## src/rtl/sample_uart_tx.sv

```systemverilog
// sample_uart_tx: takes signed samples from a level-valid stream every
// CAP_DIV clocks, buffers them in a 16-byte FIFO and sends each byte on a
// UART 8N1 line at BAUD_DIV clocks per bit.
module sample_uart_tx #(
    parameter logic [15:0] CAP_DIV    = 16'd8192,
    parameter logic [15:0] BAUD_DIV   = 16'd434,
    parameter logic        OFFSET_BIN = 1'b1
) (
    input  logic       sclk,
    input  logic       rst,
    input  logic [7:0] data_i,
    input  logic       data_v,
    output logic       tx,
    output logic       busy,
    output logic [4:0] fifo_cnt,
    output logic       ovf
);

    typedef enum logic [1:0] {
        IDLE,
        START,
        DATA,
        STOP
    } state_t;

    localparam logic [4:0] FIFO_DEPTH = 5'd16;

    // ------------------------------------------------------------------
    // Sample capture
    // ------------------------------------------------------------------
    logic [15:0] cap_cnt;
    logic        cap_stb;
    logic [7:0]  cap_byte;

    assign cap_stb  = data_v && (cap_cnt == CAP_DIV - 16'd1);
    // Flipping the sign bit turns two's complement into offset binary.
    assign cap_byte = {data_i[7] ^ OFFSET_BIN, data_i[6:0]};

    // Capture counter: counts clocks while data_v is high, restarts whenever it drops.
    // NOTE: state registers use non-blocking assignments so every flop samples
    // the pre-edge values of the others, independent of statement order.
    always_ff @(posedge sclk) begin
        if (rst) begin
            cap_cnt <= '0;
        end else if (!data_v || cap_stb) begin
            cap_cnt <= '0;
        end else begin
            cap_cnt <= cap_cnt + 16'd1;
        end
    end

    // ------------------------------------------------------------------
    // FIFO
    // ------------------------------------------------------------------
    logic [7:0] mem [16];
    logic [3:0] wr_ptr;
    logic [3:0] rd_ptr;
    logic       full;
    logic       push;
    logic       pop;

    assign full = (fifo_cnt == FIFO_DEPTH);
    // A pop on the same edge frees the slot, so a full FIFO can still accept.
    assign push = cap_stb && (!full || pop);

    // FIFO storage write port.
    // NOTE: the storage array is not reset; only pointers and count are, which
    // keeps it mappable to RAM and stale contents are never read.
    always_ff @(posedge sclk) begin
        if (push) begin
            mem[wr_ptr] <= cap_byte;
        end
    end

    // FIFO pointers, occupancy and sticky overflow flag.
    always_ff @(posedge sclk) begin
        if (rst) begin
            wr_ptr   <= '0;
            rd_ptr   <= '0;
            fifo_cnt <= '0;
            ovf      <= 1'b0;
        end else begin
            if (push) begin
                wr_ptr <= wr_ptr + 4'd1;
            end
            if (pop) begin
                rd_ptr <= rd_ptr + 4'd1;
            end
            unique case ({push, pop})
                2'b10:   fifo_cnt <= fifo_cnt + 5'd1;
                2'b01:   fifo_cnt <= fifo_cnt - 5'd1;
                default: fifo_cnt <= fifo_cnt;
            endcase
            if (cap_stb && full && !pop) begin
                ovf <= 1'b1;
            end
        end
    end

    // ------------------------------------------------------------------
    // UART transmitter
    // ------------------------------------------------------------------
    state_t      state,    state_n;
    logic [15:0] baud_cnt, baud_n;
    logic [2:0]  bit_cnt,  bit_n;
    logic [7:0]  shreg,    shreg_n;
    logic        tx_n;
    logic        baud_end;

    assign baud_end = (baud_cnt == BAUD_DIV - 16'd1);

    // Transmitter next-state, next-output and FIFO pop decode.
    // NOTE: every variable gets a default first so no path leaves it unassigned,
    // which would otherwise infer a latch.
    always_comb begin
        state_n = state;
        baud_n  = baud_cnt;
        bit_n   = bit_cnt;
        shreg_n = shreg;
        tx_n    = tx;
        pop     = 1'b0;
        unique case (state)
            IDLE: begin
                tx_n = 1'b1;
                if (fifo_cnt != 5'd0) begin
                    pop     = 1'b1;
                    shreg_n = mem[rd_ptr];
                    state_n = START;
                    tx_n    = 1'b0;
                    baud_n  = '0;
                    bit_n   = '0;
                end
            end
            START: begin
                if (baud_end) begin
                    state_n = DATA;
                    baud_n  = '0;
                    tx_n    = shreg[0];
                end else begin
                    baud_n = baud_cnt + 16'd1;
                end
            end
            DATA: begin
                if (baud_end) begin
                    baud_n = '0;
                    if (bit_cnt == 3'd7) begin
                        state_n = STOP;
                        tx_n    = 1'b1;
                    end else begin
                        bit_n   = bit_cnt + 3'd1;
                        shreg_n = shreg >> 1;
                        tx_n    = shreg[1];
                    end
                end else begin
                    baud_n = baud_cnt + 16'd1;
                end
            end
            STOP: begin
                if (baud_end) begin
                    state_n = IDLE;
                    baud_n  = '0;
                end else begin
                    baud_n = baud_cnt + 16'd1;
                end
            end
            default: begin
                state_n = IDLE;
                tx_n    = 1'b1;
            end
        endcase
    end

    // Transmitter state register; tx and busy are registered so they are glitch-free.
    always_ff @(posedge sclk) begin
        if (rst) begin
            state    <= IDLE;
            baud_cnt <= '0;
            bit_cnt  <= '0;
            shreg    <= '0;
            tx       <= 1'b1;
            busy     <= 1'b0;
        end else begin
            state    <= state_n;
            baud_cnt <= baud_n;
            bit_cnt  <= bit_n;
            shreg    <= shreg_n;
            tx       <= tx_n;
            busy     <= (state_n != IDLE);
        end
    end

endmodule

```

## config.mk

```make
export PLATFORM = sky130hd
export DESIGN_NAME = sample_uart_tx
export DESIGN_NICKNAME = d
export VERILOG_FILES = /design/src/rtl/sample_uart_tx.sv
export SDC_FILE = /design/constraint.sdc
export NUM_CORES = 1
export LEC_CHECK = 0
export ABC_AREA = 1
export BUFFER_PORTS_ARGS = -buffer_cell sky130_fd_sc_hd__buf_2
export CAP_MARGIN = 0
export CORE_MARGIN = 5
export CORE_UTILIZATION = 30
export DETAILED_ROUTE_END_ITERATION = 6
export GPL_TIMING_DRIVEN = 0
export PLACE_DENSITY = 0.48
export SETUP_SLACK_MARGIN = 0.2
export SYNTH_ARGS = -nofsm -noshare
export SYNTH_HDL_FRONTEND = slang
export SYNTH_SLANG_ARGS = --single-unit
```

## constraint.sdc

```tcl
create_clock -name sclk -period 5 [get_ports sclk]
set_input_delay 1.5 -clock sclk [delete_from_list [all_inputs] [get_ports sclk]]
set_output_delay 1.5 -clock sclk [all_outputs]
set_load 0.01 [all_outputs]
```

==> results.json <==
{
  "final_cell_mix": "nor2_1 (138), edfxtp_1 (128), o21ai_0 (90), nand2_1 (89), dfxtp_1 (65)",
  "die_w_um": 176,
  "post_cts_resized": 0,
  "final_nets": 877,
  "layout.cells.non_filler": 1203,
  "grt_pass1_vias": 5789,
  "mostFrequentLayoutCell": "nor2_1",
  "syn_area_mm2": 0.00827,
  "cts_tree": "yes",
  "routed_wl_mm": 21.1,
  "min_to": "cap_cnt[0]",
  "hpwlAfterDp_mm": 14.0,
  "fmax_mhz": 343,
  "worst_ep_required_time_ns": 5.05,
  "ant_nets": 0,
  "cts.sinks": 193,
  "grt.total_usage": 0.138,
  "firstDrtPassIters": 5,
  "drc": 0,
  "root_buffer": "clkbuf_16",
  "clk_pin_slew_worst_paths_ns": 0.09,
  "rows": 60,
  "yosys-top-cells-area": "edfxtp_1 (46%), dfxtp_1 (16%), nor2_1 (6.3%)",
  "tightest_slew_ns": 1.09,
  "slew_headroom": 0.268,
  "r2r_setup_slack_ns": 2.28,
  "port-buffer-count": 17,
  "cts_setup_buffers": 0,
  "grt_max_degree": 25,
  "worstHoldPathType": "register to register",
  "setup_viol": 0,
  "p_per_area_mw_per_mm2": 482,
  "leakage_uw": 0.00329,
  "diodes": 0,
  "peakVddDrop_mv": 0.198,
  "slew_viol_final": 0,
  "period_minus_slack_ns": 2.91,
  "yosysUniqueCellTypes": 40,
  "clockBufferDepth": 2,
  "path_cells": "buf_2 -> nand3_4 -> nor2_4 -> nand3_1 -> nor2_1",
  "whs_ns": 0.464,
  "crit_type": "input port to register",
  "start_kind": "input port",
  "synth.ff_latch_count": 193,
  "hold_depth": 1,
  "avgViaCountPerCell": 4.95,
  "syn_inst": 813,
  "finalHoldViolCount": 0,
  "yosys.area.top_type": "edfxtp_1",
  "r2r-start": "cap_cnt[0]",
  "synthesis.area_per_instance_um2": 10.2,
  "placed_area_mm2": 0.00878,
  "rsz0062_at_grt": "false",
  "syn-num-nets": 841,
  "initial_utilization": 0.306,
  "overflow": 0,
  "ff2ff_path_depth": 7,
  "period_share": 0.583,
  "final_area_mm2": 0.00942,
  "status": "complete, no violations",
  "tns_ns": 0,
  "synth_top_area_share": 0.465,
  "maxCapViolations": 0,
  "insertion_delay_ns": 0.45,
  "core_mm2": 0.0270,
  "drtIter0Drc": 463,
  "gp_congestion": 0.835,
  "grt_pass1_wl_mm": 32.9,
  "reg2reg_to": "mem[3][1]",
  "htree_levels": 4,
  "io_pins": 19,
  "fp.dieH_um": 176,
  "cts_hold_buf": 0,
  "antenna_found_initial": 0,
  "end_kind": "register",
  "dieArea_mm2": 0.0310,
  "yosysWarnings": 0,
  "synth_seq_area_share": 0.622,
  "slowest_delay_ns": 0.85,
  "vias": 5957,
  "layout-drive-gt1-share": 0.115,
  "hp-start": "cap_cnt[0]",
  "wire_per_inst_um": 17.6,
  "critPathArrivalTime_ns": 2.96,
  "critPathMaxFanout": 8,
  "post-place-cells": 1171,
  "numCtsBuffers": 17,
  "synthToLayoutAreaGrowth_pct": 13.9,
  "slowest_stage": "nor2_1",
  "fillers": 2732,
  "finClkSkew_ns": 0.0210
}
[where the power goes]
part | switching (uW) | internal [uW]
combinational | 871 | 360
clock | 769 | 711
sequential | 59.6 | 1770
[per-layer routing]
metal	vias up	share of wire	GRT usage
met4	0	0.018	0.0442
met5	-	0	0
li1	2906	-	-
met1	2880	0.46	0.186
met2	149	0.48	0.229
met3	22	0.042	0.0233
[state kept, by name, summed over array words and instances, names as in the netlist, named ones only]
signal and cells:
baud_cnt 16, fifo_cnt 5, busy 1, bit_cnt 3, mem 128, state 2, tx 1, cap_cnt 16
wr_ptr 4, rd_ptr 4, shreg 8, ovf 1
[worst max path at each step]
stage | startpoint | endpoint | slack [ns] | cells past startpoint
finish | data_v | mem[3][1] | 2.09 | 5
global route | data_v | mem[3][1] | 2.00 | 5
CTS | data_v | mem[3][1] | 2.05 | 5
detailed placement | data_v | mem[3][7] | 1.60 | 5
global placement | data_v | mem[3][7] | 1.59 | 5
floorplan | data_v | fifo_cnt[4] | 2.35 | 11
[area by class of cell]
type	instances	area, um2	area share
sequential	193	5140	0.546
multi-input combinational	518	2730	0.290
tap	341	427	0.0453
clock buffer	17	425	0.0452
inverter	72	270	0.0287
clock inverter	15	215	0.0228
buffer	30	121	0.0129
timing repair buffer	17	85.1	0.00903
[cell families (layout without fill, tap and decap cells)]
family	Yosys count	after routing	synth area share
xor gates and xnor gates	6	6	0.00636
DFF	193	193	0.622
buffers and inverters	102	151	0.0474
AOI/OAI and AO/OA	186	186	0.132
adders and majority gates	17	17	0.0257
and+or+nand+nor	309	309	0.166
[metrics by stage]
| step | total power, uW | util | worst slack (ns) |
|---|---|---|---|
| 3_3_place_gp | 3110 | 0.325 | 1.59 |
| 6_report | 4540 | 0.349 | 2.09 |
| 2_1_floorplan | 2680 | - | 2.35 |
| 5_1_grt | 4800 | 0.349 | 2.00 |
| 3_5_place_dp | 3110 | 0.325 | 1.60 |
| 4_1_cts | 4570 | 0.349 | 2.05 |
[cells in the mapped netlist (all sizes together)]
cell,n
or2,2
a31o,1
and2,3
a211oi,6
o21ai,95
nand3b,1
buf,7
a21oi,39
o221ai,23
dfxtp,65
nor3,8
edfxtp,128
o21a,3
nor2,146
xnor2,4
o211ai,8
xor2,2
ha,17
o22ai,9
a21boi,1
inv,69
clkbuf,23
nand4,6
nand2,98
clkinv,3
a31oi,1
nand3,45
[critical path: cells and delay by family]
| family | cells | cell delay, ns |
|---|---|---|
| buffers and inverters | 1 | 0.11 |
| AND/OR/NAND/NOR | 4 | 1.34 |
Power figures use the tool's default switching activity.
